==> config.mk <==
export PLATFORM = sky130hd
export DESIGN_NAME = tbuf_bus_rx
export DESIGN_NICKNAME = d
export VERILOG_FILES = /design/src/rtl/tbuf_bus_rx.sv
export SDC_FILE = /design/constraint.sdc
export NUM_CORES = 1
export LEC_CHECK = 0
export ABC_AREA = 1
export CORE_MARGIN = 2
export CORE_UTILIZATION = 43
export DETAILED_ROUTE_END_ITERATION = 10
export HOLD_SLACK_MARGIN = 0.08
export PLACE_DENSITY = 0.68
export SKIP_CTS_REPAIR_TIMING = 1
export SLEW_MARGIN = 20
export SYNTH_ARGS = -nofsm -noshare
export SYNTH_HDL_FRONTEND = slang
export SYNTH_SLANG_ARGS = --single-unit
==> constraint.sdc <==
create_clock -name clk -period 1.8 [get_ports clk]
set_clock_uncertainty 0.05 [all_clocks]
set_input_delay 0.45 -clock clk [delete_from_list [all_inputs] [get_ports clk]]
set_output_delay 0.45 -clock clk [all_outputs]
set_load 0.01 [all_outputs]
==> src/rtl/tbuf_bus_rx.sv <==
// Receiver for a shared single-wire bus driven by N tri-state buffers: walks the active-low
// enables one slot at a time with a turnaround gap, samples each driver, delivers a word.
// Optional 2-of-3 sample voting per slot is enabled with `define TBUF_RX_MAJORITY_EN.
module tbuf_bus_rx #(
  parameter int N_DRIVERS = 8,
  parameter int SETTLE    = 2
) (
  input  logic                 clk,
  input  logic                 rstb,
  input  logic                 scan_en,
  input  logic                 bus_in,
  output logic [N_DRIVERS-1:0] ctrlb,
  output logic [N_DRIVERS-1:0] word_out,
  output logic                 word_valid,
  input  logic                 word_ready,
  output logic                 busy
);

  localparam int SW = $clog2(N_DRIVERS);
  localparam int CW = (SETTLE > 1) ? $clog2(SETTLE) : 1;

  typedef enum logic [1:0] {IDLE, DRIVE, GAP, DONE} state_t;

  state_t               state_q, state_d;
  logic [SW-1:0]        slot_q, slot_d;
  logic [CW-1:0]        cnt_q, cnt_d;
  logic [N_DRIVERS-1:0] cap_q, cap_d;
  logic                 load;
  logic                 sample;

`ifdef TBUF_RX_MAJORITY_EN
  // Two earlier samples of the current slot; the third is taken live on the last settle cycle.
  logic [1:0] hist_q, hist_d;

  if (SETTLE < 3) begin : g_settle_chk
    $error("tbuf_bus_rx: SETTLE must be >= 3 when majority voting is enabled");
  end
`endif

  always_comb begin
    state_d = state_q;
    slot_d  = slot_q;
    cnt_d   = cnt_q;
    cap_d   = cap_q;
    load    = 1'b0;
`ifdef TBUF_RX_MAJORITY_EN
    hist_d  = hist_q;
    sample  = (hist_q[0] & hist_q[1]) | (hist_q[0] & bus_in) | (hist_q[1] & bus_in);
`else
    sample  = bus_in;
`endif
    case (state_q)
      IDLE: begin
        if (scan_en) begin
          state_d = DRIVE;
          slot_d  = '0;
          cnt_d   = '0;
        end
      end
      DRIVE: begin
`ifdef TBUF_RX_MAJORITY_EN
        if (cnt_q == CW'(SETTLE - 3)) hist_d[0] = bus_in;
        if (cnt_q == CW'(SETTLE - 2)) hist_d[1] = bus_in;
`endif
        if (cnt_q == CW'(SETTLE - 1)) begin
          cap_d[slot_q] = sample;
          state_d       = GAP;
        end else begin
          cnt_d = cnt_q + 1'b1;
        end
      end
      GAP: begin
        cnt_d = '0;
        if (slot_q == SW'(N_DRIVERS - 1)) begin
          state_d = DONE;
        end else begin
          slot_d  = slot_q + 1'b1;
          state_d = DRIVE;
        end
      end
      DONE: begin
        // Hold the finished word here rather than overwrite one the consumer has not taken.
        if (!word_valid || word_ready) begin
          load    = 1'b1;
          state_d = IDLE;
        end
      end
      default: state_d = IDLE;
    endcase
  end

  always_ff @(posedge clk) begin
    if (!rstb) begin
      state_q    <= IDLE;
      slot_q     <= '0;
      cnt_q      <= '0;
      cap_q      <= '0;
      word_out   <= '0;
      word_valid <= 1'b0;
`ifdef TBUF_RX_MAJORITY_EN
      hist_q     <= '0;
`endif
    end else begin
      state_q <= state_d;
      slot_q  <= slot_d;
      cnt_q   <= cnt_d;
      cap_q   <= cap_d;
`ifdef TBUF_RX_MAJORITY_EN
      hist_q  <= hist_d;
`endif
      if (load) begin
        word_out   <= cap_q;
        word_valid <= 1'b1;
      end else if (word_valid && word_ready) begin
        word_valid <= 1'b0;
      end
    end
  end

  always_comb begin
    ctrlb = '1;
    if (state_q == DRIVE) begin
      for (int unsigned i = 0; i < N_DRIVERS; i++) begin
        if (slot_q == SW'(i)) ctrlb[i] = 1'b0;
      end
    end
  end

  assign busy = (state_q != IDLE);

endmodule

==> impl_metrics.csv <==
group,metric,value,unit
floorplanning,fp.coreArea,2500,um2
pwr,p_per_area,855,nW/um2
sta,rsz0062_at_grt,"true",
logic_synthesis,synth_flop_cell,"dfxtp_1",
logic_synthesis,yosysSeqAreaShare,40.2,%
placed_design,io_buffers,22,
cts,worstSkewPairLatency,0.31,ns
pwr,design_power_total,0.00129,W
sta,finalHoldViolations,0,
detailed_routing,ant_nets,0,
grt,grt_overflow,0,
sta,fmax,576,MHz
logic_synthesis,postSynth.asyncResetShare,0,%
pwr,p_leak,0.693,nW
floorplanning,dieWidth,55.6,um
floorplanning,dieArea,3090,um2
sta,whs,0.442,ns
logic_synthesis,synth_top_cell_by_area,"dfxtp_1",
logic_synthesis,synth_top_family_by_area,"simple AND/OR/NAND/NOR gates",
worst_setup_path,r2r_slack,0.26,ns
cells_and_area,post-route-util,60.3,%
sta,final-setup-viol-count,0,
placed_design,postPlaceCellArea,1460,um2
logic_synthesis,synth-simple-area-share,37.3,%
logic_synthesis,synth_xor_area_share,0,%
sta,slew_headroom,80.5,%
cts,clk_path_buf_depth,2,
floorplanning,rows,18,
placed_design,post-dp-hpwl,1790,um
detailed_routing,vias_per_cell,4.87,
detailed_routing,routed_wl,2500,um
sta,period_needed,1.74,ns
detailed_routing,drt_iter0_markers,18,
grt,grt_usage,15.1,%
floorplanning,die_h,55.6,um
worst_setup_path,crit_required,1.30,ns
status,outcome,"finished, final reports clean",
cells_and_area,num-nets-final,214,
cells_and_area,finalInstanceArea,1510,um2
logic_synthesis,ys_ff_latch,23,
worst_setup_path,startpoint_type,"flop",
run,maxCapViolCount,0,
logic_synthesis,yosysMostFrequentCell,"nor2_1",
logic_synthesis,synthMuxAreaShare,0,%
worst_setup_path,critPathKind,"reg -> out",
detailed_routing,wl_per_cell,10.8,um
placed_design,gp_congestion,0.774,
worst_setup_path,worstSetupEndpointType,"primary output",
logic_synthesis,synth_area_per_cell,6.90,um2
logic_synthesis,synth-adder-area-share,7.64,%
worst_setup_path,cp_data_arrival_time,1.24,ns
logic_synthesis,yosysWarningCount,0,
logic_synthesis,yosysUniqueCellTypes,19,
logic_synthesis,synthTopCellsByCount,"nor2_1, nand2_1, dfxtp_1",
cts,clkSinkCount,23,
sta,period_share,96.5,%
logic_synthesis,synth-compound-area-share,8.52,%
logic_synthesis,synth_top_area_share,40.2,%
logic_synthesis,synth_area_leaders,"dfxtp_1, nor2_1, nand2_1",
logic_synthesis,syn-cell-area,1150,um2
sta,slew_violations,0,
detailed_routing,vias,1125,
sta,tightest_slew,0.292,ns
floorplanning,ios,23,
cts,cts_buffers,3,
detailed_routing,drt_pass1_iterations,4,
logic_synthesis,synth_edf_count,0,
grt,grt_antenna_before_repair,0,
floorplanning,initial_core_util,45.8,%
cells_and_area,syn_to_final_growth,31.4,%
cts,cts_root_buf,"clkbuf_4",
grt,grt_pass1_vias,935,
logic_synthesis,synth_nets,178,
cells_and_area,num_antenna_cells,0,
cells_and_area,drive_above_1_share,17.9,%
detailed_routing,drc_errors,0,
grt,grt_pass1_wl,3860,um
cts,path_clk_slew,0.12,ns
worst_hold_path,hold_class,"reg -> reg",
logic_synthesis,syn_inst,166,
cts,htree_num_levels,1,
pwr,ir_drop,0.000582,V
cts,cts_tree,"yes",
worst_setup_path,crit_fanout,3,
grt,grt_max_degree,24,
[per-layer routing]
metal | track usage [%] | vias to the layer above | routed length (um)
met5 | 0 | - | 0
met4 | 2.09 | 0 | 8
met3 | 5.12 | 2 | 117
met2 | 26.9 | 25 | 1270
met1 | 18.0 | 506 | 1110
li1 | - | 592 | -
[cells by family after synthesis]
family                     count (synthesis)
adders and majority gates                  7
buffers and inverters                     17
DFF                                       23
AOI/OAI and AO/OA                         19
and+or+nand+nor                          100
[flip-flops by register name, summed over array words and instances, names as in the netlist]
register    flops
state_q         2
cnt_q           1
word_out        8
word_valid      1
slot_q          3
cap_q           8
[cell type report]
type,instances,area [um2]
fill,240,993
multi-input combinational,127,639
clock buffer,4,26.3
tap,30,37.5
timing repair buffer,34,288
inverter,13,48.8
sequential,23,467
[placed cells by master, fill, tap and decap left out, types with 3 or more instances in the layout]
cell type / instances
a21oi_1: 5
buf_4: 12
clkbuf_2: 5
clkbuf_4: 3
clkdlybuf4s50_1: 13
dfxtp_1: 20
dlymetal6s2s_1: 3
ha_1: 5
inv_1: 10
inv_2: 3
nand2_1: 33
nand3_1: 13
nor2_1: 46
nor2_4: 3
o21ai_0: 13
[worst paths after layout]
check	start	end	cells after the start
setup / recovery	slot_q[0]	ctrlb[7]	4
hold / removal	cap_q[0]	cap_q[0]	2
setup reg to reg	slot_q[0]	slot_q[0]	6
hold reg to reg	cap_q[0]	cap_q[0]	2
[per-stage QoR]
stage	setup slack, ns	cells	setup TNS, ns
3_5_place_dp	-0.0442	225	-0.0900
3_3_place_gp	-0.0368	225	-0.0505
2_1_floorplan	0.335	166	0
5_1_grt	-0.0171	231	-0.0179
6_report	0.0626	231	0
4_1_cts	-0.418	229	-3.20
[worst max-delay path, cell delays in order (launching register included)]
cell	delay, ns
dfxtp_2	0.35
ha_2	0.20
ha_1	0.19
nand2_1	0.06
clkbuf_2	0.12
[power breakdown]
group / leakage, nW / internal, W / switching [W]
sequential: 0.188 / 0.000558 / 0.0000404
clock: 0.0150 / 0.0000865 / 0.000152
combinational: 0.489 / 0.000204 / 0.000247
No activity file was read; power rests on OpenSTA's default activity.
